`config.mk`:
```
export PLATFORM = sky130hd
export DESIGN_NAME = nsum_inv_flat
export DESIGN_NICKNAME = d
export VERILOG_FILES = /design/src/rtl/nsum_inv_if.sv /design/src/rtl/nsum_inv.sv /design/src/flat_wrapper.sv
export SDC_FILE = /design/constraint.sdc
export NUM_CORES = 1
export LEC_CHECK = 0
export CAP_MARGIN = 15
export CORE_ASPECT_RATIO = 0.7
export CORE_MARGIN = 2
export CORE_UTILIZATION = 56
export CTS_CLUSTER_SIZE = 40
export DETAILED_ROUTE_END_ITERATION = 12
export GPL_TIMING_DRIVEN = 0
export PLACE_DENSITY_LB_ADDON = 0.05
export SLEW_MARGIN = 20
export SYNTH_ARGS = -nofsm -noshare
export SYNTH_HDL_FRONTEND = slang
export SYNTH_SLANG_ARGS = --single-unit
export TNS_END_PERCENT = 30
```
`constraint.sdc`:
```
create_clock -name clk -period 6.2 [get_ports clk]
set_input_delay 1.24 -clock clk [delete_from_list [all_inputs] [get_ports clk]]
set_output_delay 1.24 -clock clk [all_outputs]
set_load 0.005 [all_outputs]
```
`src/rtl/nsum_inv_if.sv`:
```
// Request/result bundle for the triangular-root decoder.
// The master issues sums and the slave returns N, rem and ovf.
interface nsum_inv_if #(
    parameter int N_W   = 3,
    parameter int SUM_W = 5
);
    logic [SUM_W-1:0] S;
    logic             S_valid;
    logic             busy;
    logic [N_W-1:0]   N;
    logic [SUM_W-1:0] rem;
    logic             ovf;
    logic             N_valid;

    modport master (
        output S, S_valid,
        input  busy, N, rem, ovf, N_valid
    );

    modport slave (
        input  S, S_valid,
        output busy, N, rem, ovf, N_valid
    );
endinterface

```
`src/rtl/nsum_inv.sv`:
```
// Iterative inverse of NSum: subtracts 1, 2, 3, ... from S, one step per cycle,
// to find the largest N with N(N+1)/2 <= S and the leftover remainder.
module nsum_inv #(
    parameter int N_W   = 3,
    parameter int SUM_W = 5
) (
    input  logic     clk,
    input  logic     reset,
    nsum_inv_if.slave io
);
    typedef enum logic {IDLE, RUN} state_t;

    localparam logic [N_W-1:0] NMAX = '1;

    state_t           state_q, state_d;
    logic [SUM_W-1:0] acc_q, acc_d;
    logic [N_W:0]     k_q, k_d;
    logic [N_W-1:0]   n_q, n_d;
    logic             busy_q, busy_d;
    logic [N_W-1:0]   nres_q, nres_d;
    logic [SUM_W-1:0] rem_q, rem_d;
    logic             ovf_q, ovf_d;
    logic             nvld_q, nvld_d;
    logic [SUM_W-1:0] k_ext;

    assign k_ext = SUM_W'(k_q);

    always_comb begin
        state_d = state_q;
        acc_d   = acc_q;
        k_d     = k_q;
        n_d     = n_q;
        busy_d  = busy_q;
        nres_d  = nres_q;
        rem_d   = rem_q;
        ovf_d   = ovf_q;
        nvld_d  = 1'b0;
        unique case (state_q)
            IDLE: begin
                if (io.S_valid) begin
                    acc_d   = io.S;
                    k_d     = (N_W+1)'(1);
                    n_d     = '0;
                    busy_d  = 1'b1;
                    state_d = RUN;
                end
            end
            RUN: begin
                if (acc_q < k_ext) begin
                    nres_d  = n_q;
                    rem_d   = acc_q;
                    ovf_d   = 1'b0;
                    nvld_d  = 1'b1;
                    busy_d  = 1'b0;
                    state_d = IDLE;
                end else if (n_q == NMAX) begin
                    // Root does not fit in N_W bits; report unreduced acc.
                    nres_d  = n_q;
                    rem_d   = acc_q;
                    ovf_d   = 1'b1;
                    nvld_d  = 1'b1;
                    busy_d  = 1'b0;
                    state_d = IDLE;
                end else begin
                    acc_d = acc_q - k_ext;
                    n_d   = n_q + N_W'(1);
                    k_d   = k_q + (N_W+1)'(1);
                end
            end
            default: state_d = IDLE;
        endcase
    end

    always_ff @(posedge clk or negedge reset) begin
        if (!reset) begin
            state_q <= IDLE;
            acc_q   <= '0;
            k_q     <= '0;
            n_q     <= '0;
            busy_q  <= 1'b0;
            nres_q  <= '0;
            rem_q   <= '0;
            ovf_q   <= 1'b0;
            nvld_q  <= 1'b0;
        end else begin
            state_q <= state_d;
            acc_q   <= acc_d;
            k_q     <= k_d;
            n_q     <= n_d;
            busy_q  <= busy_d;
            nres_q  <= nres_d;
            rem_q   <= rem_d;
            ovf_q   <= ovf_d;
            nvld_q  <= nvld_d;
        end
    end

    assign io.busy    = busy_q;
    assign io.N       = nres_q;
    assign io.rem     = rem_q;
    assign io.ovf     = ovf_q;
    assign io.N_valid = nvld_q;
endmodule

```
`src/flat_wrapper.sv`:
```
// flat-port wrapper written by rule: the top's interface ports become plain ports
module nsum_inv_flat 
#(
    parameter int N_W   = 3,
    parameter int SUM_W = 5
)
  (clk, reset, io_S, io_S_valid, io_busy, io_N, io_rem, io_ovf, io_N_valid);
  nsum_inv_if #(.N_W(N_W), .SUM_W(SUM_W)) io_i ();
  input  logic clk;
  input  logic reset;
  input wire logic [$bits(io_i.S)-1:0] io_S;
  input wire logic [$bits(io_i.S_valid)-1:0] io_S_valid;
  output wire logic [$bits(io_i.busy)-1:0] io_busy;
  output wire logic [$bits(io_i.N)-1:0] io_N;
  output wire logic [$bits(io_i.rem)-1:0] io_rem;
  output wire logic [$bits(io_i.ovf)-1:0] io_ovf;
  output wire logic [$bits(io_i.N_valid)-1:0] io_N_valid;
  assign io_i.S = io_S;
  assign io_i.S_valid = io_S_valid;
  assign io_busy = io_i.busy;
  assign io_N = io_i.N;
  assign io_rem = io_i.rem;
  assign io_ovf = io_i.ovf;
  assign io_N_valid = io_i.N_valid;
  nsum_inv #(.N_W(N_W), .SUM_W(SUM_W)) u_core (.clk(clk), .reset(reset), .io(io_i));
endmodule
```
## Word-level counts from Yosys, hierarchy flattened

Index checks and enable logic that the tools add are counted.

| storage, ports and cells | value |
|---|---|
| logic and storage cells | 52 |
| output and inout bits | 11 |
| flip-flop bits (word level) | 24 |
| bits of input ports | 8 |

| operators by class | value |
|---|---|
| $add $sub $neg | 3 |
| bitwise gates (word level) | 1 |
| equal/unequal tests | 5 |
| reduce and logical (&&, ||, !) cells | 4 |
| order comparisons | 1 |
| mux-type cells | 29 |

Operator list:

| kind | number |
|---|---|
| $mux 5 | 5 |
| $mux 3 | 5 |
| $mux 4 | 3 |
| $mux 1 | 11 |
| $pmux 5 s2 | 1 |
| $pmux 4 s2 | 1 |
| $ne 2x2->1 const B | 3 |
| $pmux 3 s2 | 1 |
| $lt 5x4->1 | 1 |
| $sub 5x4->5 | 1 |
| $add 4x1->4 const B | 1 |
| $pmux 1 s2 | 2 |
| $reduce_and 2->1 | 2 |
| $add 3x1->3 const B | 1 |
| $eq 3x3->1 const B | 1 |
| $ne 3x3->1 const B | 1 |
| $reduce_and 3->1 | 1 |
| $reduce_bool 2->1 | 1 |
| $not 1->1 | 1 |

## Longest topological paths before layout

Gate-level depths: netlist of run 1.

| logic depth | value |
|---|---|
| word-level depth | 4 |
| gate-level depth with buffers | 8 |
| mapped depth without buffers | 8 |

## Worst setup path after synthesis of run 1

OpenSTA, ideal clock, no wires.

| path | value |
|---|---|
| path kind | register to register |
| start point | register u_core.k_q[1] |
| end point | register u_core.nres_q[0], in the netlist u_core.io.N[0] |
| cell stages (with the launch flop) | 9 |
| data required time | 6,075 ps |
| path slack | 4,207 ps |
| arrival time | 1,868 ps |
| clock period less this slack | 1,993 ps |
| buffers on the path | 1 |
| library setup time | 125 ps |
| cells stage by stage | dfrtp_1 > inv_1 > ha_1 > nor2b_1 > o31ai_2 > a21oi_1 > nand2b_1 > buf_6 > mux2_4 |

| on the way | value |
|---|---|
| longest elaborated chain between the ends | 3 |
| elaborated cells on any way between the ends | 4 |
| classes of those cells | order compare: 1; mux: 1; reduce/logical: 2 |

RTL lines:

| what | RTL line | text |
|---|---|---|
| from (decl) | nsum_inv.sv:17 | `logic [N_W:0] k_q, k_d;` |
| from (signal assigned) | nsum_inv.sv:88 | `k_q <= k_d;` |
| $lt 5x4->1 (*) | nsum_inv.sv:49 | `if (acc_q < k_ext) begin` |
| $reduce_bool 2->1 (no source line) | -- |  |
| $reduce_and 2->1 (no source line) | -- |  |
| to (signal assigned) | nsum_inv.sv:91 | `nres_q <= nres_d;` |
| to (decl) | nsum_inv.sv:20 | `logic [N_W-1:0] nres_q, nres_d;` |

Mark *: on every way between the ends. The rest lies on a longest branch, timed or not.
A chain may end at the register's enable or synchronous reset.

## Worst setup path in the final report of run 1

| path | value |
|---|---|
| start point | register u_core.busy_q, in the netlist u_core.io.busy |
| end point | output io_busy |

RTL lines:

| what | RTL line | text |
|---|---|---|
| from (decl) | nsum_inv.sv:19 | `logic busy_q, busy_d;` |
| from (signal assigned) | nsum_inv.sv:90 | `busy_q <= busy_d;` |
| to (decl) | flat_wrapper.sv:13 | `output wire logic [$bits(io_i.busy)-1:0] io_busy;` |

No word-level cell between the ends.

==> impl_metrics.toml, run 1 <==
[clock_network]
clk_path_buf_depth = 2
ctsResizeCount = 0
cts_num_sinks = 24
clkTransAtPathRegs_ns = 0.11
insertion_delay_ns = 0.30
cts_buffers = 3
cts-root-buf = "clkbuf_4"
cts.htree.levels = 1
cts_hold_buffers = 0
cts_setup_buffers = 0
cts_tree = "yes"

[setup_path]
cp-end-kind = "primary output"
worstPathCellList = "clkdlybuf4s50_1"
crit_fanout = 3
path_class = "reg -> out"
cpMaxStageDelayCell = "clkdlybuf4s50_1"
rrSetupSlack_ns = 3.96
required_ns = 4.96
worst_ep_arrival_time_ns = 1.20
crit_buf_inv = 1
r2r-end = "u_core.io.N[0]"
r2r_cells = 8
endpoint = "io_busy"
startpoint = "u_core.io.busy"
critical_path.max_stage_delay_ns = 0.51
crit_cells = 1
critical-path-top-delay-family = "buffers and inverters"
r2r-start = "u_core.k_q[1]"
cp-start-kind = "flop"

[place]
place_congestion = 0.7647
hpwl_um = 1652
port_buffers = 18

[sta]
fmax_mhz = 409.8
rsz0062_at_grt = "no"
holdWs_ns = 0.4855
finalSetupViolCount = 0
slew_headroom = 0.6578
finalSetupTns_ns = 0
period_minus_slack_ns = 2.440
skew_ns = 0.002044
slew_violations = 0
finalCritPeriodShare = 0.3936
timing.final.hold_violations = 0
worst_slew_pin_slew_ns = 0.5133

[logic_synthesis]
synth-seq-cells = 24
synth-seq-area-share = 0.4824
async_reset_ff_frac = 1.000
synth_top_area_share = 0.4824
netlist_instances = 102
syn_area_per_cell_um2 = 12.21
synthesis.area_mm2 = 0.001245
synth_area_leaders = "dfrtp_1 48%, mux2_4 9.6%, ha_1 7.0%"
synth_edf_count = 0
synth_flop_cell = "dfrtp_1"
yosysMostFrequentCell = "dfrtp_1"
synth_fp_nets = 118
synth_common_cells = "24 x dfrtp_1, 8 x mux2_4, 7 x ha_1, 7 x inv_1, 6 x a21oi_1"
synth_top_area_cell = "dfrtp_1"
synth_cell_types = 33
yosys_warnings = 0

[global_routing]
grt_overflow = 0
grt_pass1_wl_um = 3857
grt_max_degree = 25
antenna_found_initial = 0
first_global_vias = 844
grt_use_total = 0.1987

[flow_run]
maxCapViolCount = 0

[routing]
ant_nets = 0
wl_per_cell_um = 13.95
vias = 841
viasPerCell = 5.426
drtPass1Iterations = 4
wirelength_um = 2162
drt_iter0_drc = 14
drc = 0

[layout]
multi_input_area_um2 = 588.1
nets = 141
area_delta_synth_final_pct = 19.10
fill_cells = 166
drive_gt1_frac = 0.1707
final-seq-area_um2 = 600.6
diodes = 0

[power_and_ir_drop]
powerDensity_mw_per_mm2 = 612.4
static-leakage-power_uw = 0.0006936
ir_worst_vdd_mv = 0.2691

[floorplanning]
core-area_mm2 = 0.002120
dieWidth_um = 60.36
die_h_um = 43.45
rows = 14
boundaryPins = 19
initial_core_util = 0.5874
die-area_mm2 = 0.002622

[run_status]
status = "completed"

[worst_hold_path]
hold_class = "reg -> reg"
routing by layer:
layer	GRT usage	vias to the layer above	wire, um
li1	-	405	-
met3	0.05373	2	100
met4	0.04000	0	10
met5	0	-	0
met2	0.3109	19	942
met1	0.2810	415	1107
cells by family (layout without fill, tap and decap cells):
kind of cell	count (synthesis)	count (layout)	share of synthesized area
compound gates	27	27	0.1618
xor+xnor	2	2	0.01407
fa+ha+maj	8	8	0.08643
buf+inv	11	32	0.04522
flops	24	24	0.4824
mux	15	15	0.1558
simple gates	15	15	0.05427
worst min-delay path by stage:
stage | from | end | cells after the start
finish | u_core.k_q[2] | u_core.k_q[2] | 1
global route | u_core.k_q[2] | u_core.k_q[2] | 1
CTS | u_core.k_q[2] | u_core.k_q[2] | 1
detailed placement | u_core.k_q[2] | u_core.k_q[2] | 1
global placement | u_core.k_q[2] | u_core.k_q[2] | 1
floorplan | u_core.k_q[2] | u_core.k_q[2] | 1
power by group:
group	leakage, uW	total (uW)	internal [uW]	switching, uW
sequential	0.000296	284	231	53.7
clock	0.0000138	63.6	22.7	40.9
combinational	0.000384	560	305	255
total	0.000694	908	558	350
metrics by stage:
step	utilization	setup WS [ns]	instances	total power, uW	instance area (um^2)
final	0.6995	3.760	155	908.0	1483
after global routing	0.6995	3.712	155	990.7	1483
after CTS	0.7019	3.748	155	912.9	1488
after detailed placement	0.6913	3.582	152	845.5	1465
after global placement	0.6913	3.596	152	827.9	1465
after floorplan	-	4.207	102	698.0	1245
flip-flops by register name, summed over array words and instances (netlist names):
signal,flops
u_core.n_q,3
u_core.io.ovf,1
u_core.io.N,3
u_core.io.busy,1
u_core.k_q,4
u_core.io.rem,5
u_core.state_q,1
u_core.io.N_valid,1
u_core.acc_q,5
area by class of cell:
| cell class | instances | area share |
|---|---|---|
| clock buffers | 3 | 0.01519 |
| multi-input cells | 67 | 0.3966 |
| flip-flops and latches | 24 | 0.4051 |
| repair buffers | 18 | 0.1181 |
| plain buffers | 3 | 0.01772 |
| inverters | 8 | 0.02025 |
| well taps | 32 | 0.02700 |
placed cells by master (no fill, tap or decap), types with 3 or more instances in the layout:
cell type / instances
a21oi_1: 6
a22o_1: 4
clkbuf_4: 3
clkdlybuf4s50_1: 17
dfrtp_1: 24
ha_1: 7
inv_1: 7
mux2_4: 8
mux2i_1: 4
nand2_1: 4
nor2_1: 5
o21ai_0: 3
(Power assumes the default switching activity.)
==> run 2, diff against run 1 <==
CORE_UTILIZATION = 52   (was 56)
clock period = 2.26 ns   (was 6.2 ns; I/O delays follow)
==> impl_metrics.toml, run 2 (synthesis gave the netlist of run 1 again) <==
[global_routing]
grt_overflow = 0
met2_usage = 0.3118
use_met3 = 0.05486
grt_pass1_wl_um = 4029
grt_use_met1 = 0.2578
grt_max_degree = 25
antenna_found_initial = 0
grt_busiest_layer = "met2"
first_global_vias = 850
grt_use_total = 0.1896

[clock_network]
cts.htree.levels = 1
clkTransAtPathRegs_ns = 0.12
clk_path_buf_depth = 2
insertion_delay_ns = 0.30
cts_buffers = 3
cts_hold_buffers = 0
cts_num_sinks = 24
cts_tree = "yes"
cts-root-buf = "clkbuf_4"

[sta]
finalCritPeriodShare = 0.9497
finalSetupTns_ns = 0
slew_violations = 0
finalSetupViolCount = 0
worst_slew_pin_slew_ns = 0.5150
period_minus_slack_ns = 2.146
holdWs_ns = 0.1018
slew_headroom = 0.6567
rsz0062_at_grt = "no"
timing.final.hold_violations = 0
fmax_mhz = 465.9
skew_ns = 0.001737

[layout]
fill_cells = 182
multi_input_area_um2 = 594.3
diodes = 0
area_delta_synth_final_pct = 21.41
drive_gt1_frac = 0.2063
layout_commonest_cell = "dfrtp_1"
nets = 144
final-seq-area_um2 = 600.6
final_cell_mix = "24 x dfrtp_1, 17 x clkdlybuf4s50_1, 8 x mux2_4"

[routing]
wl_per_cell_um = 14.60
drtPass1Iterations = 4
ant_nets = 0
drt_iter0_drc = 20
vias = 861
drc = 0
wirelength_um = 2307
viasPerCell = 5.449

[place]
port_buffers = 18
place_congestion = 0.7648
hpwl_um = 1740

[power_and_ir_drop]
comb_power_share = 0.631
powerDensity_mw_per_mm2 = 1711
swShare = 0.3833
p_int_uw = 1595
clockPowerShare = 0.068
static-leakage-power_uw = 0.0007101
switching_power_uw = 991.4
ir_worst_vdd_mv = 0.7154
p_seq_frac = 0.301

[floorplanning]
initial_core_util = 0.5641
rows = 14
dieWidth_um = 62.48
core-area_mm2 = 0.002207
boundaryPins = 19
die_h_um = 44.94
die-area_mm2 = 0.002808

[setup_path]
path_class = "reg -> reg"
worst_ep_arrival_time_ns = 2.35
required_ns = 2.46
cp-start-kind = "flop"
crit_fanout = 10
cp-end-kind = "flop"

[flow_run]
maxCapViolCount = 0

[worst_hold_path]
hold_class = "in -> async"

[run_status]
status = "completed"
==> run 2: cell count changes in the layout (fill, tap and decap cells not counted), sizes merged <==
cell / delta
buf: +3
==> run 2: final timing paths <==
path / start / end / slack [ns] / cells after the start
worst min-delay path: reset / u_core.io.rem[2] / 0.10 / 1
min in group clk: u_core.k_q[2] / u_core.k_q[2] / 0.50 / 1
worst max register to register: u_core.k_q[1] / u_core.acc_q[2] / 0.11 / 9
max in group asynchronous: reset / u_core.io.rem[0] / 1.81 / 1
worst min register to register: u_core.k_q[2] / u_core.k_q[2] / 0.50 / 1
worst max-delay path: u_core.k_q[1] / u_core.acc_q[2] / 0.11 / 9
==> run 2: layout make-up <==
class / instances / share of cell area
Sequential cell: 24 / 0.3974
Multi-Input combinational cell: 67 / 0.3932
Buffer: 3 / 0.01738
Tap cell: 32 / 0.02649
Timing Repair Buffer: 21 / 0.1308
Inverter: 8 / 0.01987
Clock buffer: 3 / 0.01490
==> run 2: metal layers <==
metal	vias to the layer above	wire length [um]
li1	412	-
met1	422	1068
met2	25	1091
met3	2	136
met4	0	10
met5	-	0
==> run 2: repair_timing <==
item	in CTS	in global routing
endpoints found under the setup margin	0	8
buffers inserted	0	3
gates resized for setup	0	2
hold endpoints to repair	0	0
==> run 2: stage by stage <==
step / cells / area, um^2 / worst slack [ns] / total power (uW) / utilization
after floorplan: 102 / 1245 / 0.2666 / 1915 / -
after global placement: 152 / 1465 / 0.1015 / 2275 / 0.6638
after detailed placement: 152 / 1465 / 0.05797 / 2338 / 0.6638
after CTS: 155 / 1488 / 0.03604 / 2521 / 0.6740
after global routing: 158 / 1511 / 0.01458 / 2823 / 0.6848
final: 158 / 1511 / 0.1137 / 2586 / 0.6848
==> run 2: power by group through the flow <==
stage | clock network, uW | registers [uW] | logic (uW)
finish | 176 | 777 | 1630
global route | 202 | 809 | 1810
CTS | 185 | 783 | 1550
detailed placement | 0 | 794 | 1540
global placement | 0 | 777 | 1500
floorplan | 0 | 763 | 1150
==> run 2: worst max-delay path, stage by stage (launching register included) <==
cell	delay [ns]
dfrtp_1	0.41
inv_1	0.11
ha_1	0.24
nor2b_2	0.17
o31ai_2	0.23
buf_4	0.17
a211oi_4	0.06
a21oi_2	0.17
buf_6	0.17
mux2_4	0.30
==> run 3, diff against run 2 <==
HOLD_SLACK_MARGIN = 0.12   (was unset)
==> impl_metrics.toml, run 3 (synthesis gave the netlist of run 1 again) <==
[worst_hold_path]
hold_path_depth = 1
holdPathEnd = "u_core.k_q[2]"
hold_class = "reg -> reg"
min-delay-start = "u_core.k_q[2]"

[floorplanning]
die_h_um = 44.94
core-area_mm2 = 0.002207
boundaryPins = 19
rows = 14
dieWidth_um = 62.48
die-area_mm2 = 0.002808
initial_core_util = 0.5641

[layout]
nets = 145
diodes = 0
final_cell_mix = "24 x dfrtp_1, 17 x clkdlybuf4s50_1, 8 x mux2_4"
post-route-util = 0.6893
layout_commonest_cell = "dfrtp_1"
multi_input_area_um2 = 594.3
final-seq-area_um2 = 600.6
fin_cells = 159
area_delta_synth_final_pct = 22.21
drive_gt1_frac = 0.2047
fill_cells = 181

[setup_path]
crit_fanout = 10
rrSetupSlack_ns = 0.11
r2r-end = "u_core.acc_q[2]"
required_ns = 2.46
cpMaxStageDelayCell = "dfrtp_1"
critical_path.max_stage_delay_ns = 0.41
cp-end-kind = "flop"
r2r-start = "u_core.k_q[1]"
r2r_cells = 9
worstPathCellList = "inv_1 > ha_1 > nor2b_2 > o31ai_2 > buf_4 > a211oi_4 > a21oi_2 > buf_6 > mux2_4"
path_class = "reg -> reg"
cp-start-kind = "flop"
worst_ep_arrival_time_ns = 2.35

[routing]
drtPass1Iterations = 4
wirelength_um = 2319
wl_per_cell_um = 14.58
drc = 0
ant_nets = 0
drt_iter0_drc = 20
viasPerCell = 5.497
vias = 874

[place]
place_congestion = 0.7648
port_buffers = 18
place_ws_ns = 0.05797
hpwl_um = 1740
placed_cells = 152

[sta]
period_minus_slack_ns = 2.150
timing.final.hold_violations = 0
fmax_mhz = 465.1
rsz0062_at_grt = "no"
worst_slew_pin_slew_ns = 0.5184
setup_ws_ns = 0.1099
skew_ns = 0.002110
finalCritPeriodShare = 0.9514
holdWs_ns = 0.4982
slew_violations = 0
finalSetupTns_ns = 0
finalSetupViolCount = 0
slew_headroom = 0.6544

[flow_run]
maxCapViolCount = 0

[global_routing]
grt_max_degree = 25
grt_pass1_wl_um = 4029
grt_overflow = 0
first_global_vias = 850
grt_use_total = 0.1896
antenna_found_initial = 0

[power_and_ir_drop]
static-leakage-power_uw = 0.0007142
powerDensity_mw_per_mm2 = 1701
ir_worst_vdd_mv = 0.7147

[clock_network]
cts_buffers = 3
insertion_delay_ns = 0.30
cts_num_sinks = 24
clkTransAtPathRegs_ns = 0.12
clk_path_buf_depth = 2
cts-root-buf = "clkbuf_4"
cts.htree.levels = 1
cts_tree = "yes"

[run_status]
status = "completed"
## run 3: how the worst max path moves through the flow
stage / slack, ns / to / cells past startpoint / start
finish: 0.11 / u_core.acc_q[2] / 9 / u_core.k_q[1]
global route: 0.01 / u_core.acc_q[3] / 9 / u_core.k_q[1]
CTS: 0.04 / u_core.io.rem[3] / 8 / u_core.k_q[1]
detailed placement: 0.06 / u_core.io.rem[3] / 8 / u_core.k_q[1]
global placement: 0.10 / u_core.io.N[0] / 8 / u_core.k_q[1]
floorplan: 0.27 / u_core.io.N[0] / 8 / u_core.k_q[1]
## run 3: through the flow
stage          area [um^2]  total power (uW)
3_3_place_gp          1465              2275
2_1_floorplan         1245              1915
6_report              1521              2588
4_1_cts               1488              2521
3_5_place_dp          1465              2338
5_1_grt               1521              2824
## run 3: timing repair
item | CTS | global route
resized for setup | 0 | 2
setup buffers | 0 | 3
setup endpoints to repair | 0 | 8
hold buffers | 0 | 1
hold endpoints to repair | 0 | 12
## run 3: routing by layer
| metal | wire (um) | part of all wire | up-vias | track usage |
|---|---|---|---|---|
| met2 | 1108 | 0.48 | 28 | 0.3118 |
| met5 | 0 | 0 | - | 0 |
| met4 | 10 | 0.0043 | 0 | 0.04000 |
| met1 | 1060 | 0.46 | 430 | 0.2578 |
| met3 | 139 | 0.060 | 2 | 0.05486 |
| li1 | - | - | 414 | - |
## run 3: area by class of cell
cell class	instances	share of cell area
inverter	8	0.01974
tap	32	0.02632
multi-input combinational	67	0.3906
timing repair buffer	22	0.1365
sequential	24	0.3947
buffer	3	0.01727
clock buffer	3	0.01480
## run 3: critical path: cells and delay by family, from the launching register on
kind | cells | cell delay, ns
buffers and inverters | 3 | 0.45
adders and majority gates | 1 | 0.24
AOI/OAI and AO/OA | 3 | 0.46
DFF | 1 | 0.41
muxes | 1 | 0.30
and+or+nand+nor | 1 | 0.17
## run 3: report_power, final
part	switching [uW]	internal (uW)	total (uW)
clock	114	62.2	176
sequential	145	633	777
combinational	733	901	1630
total	992	1600	2590
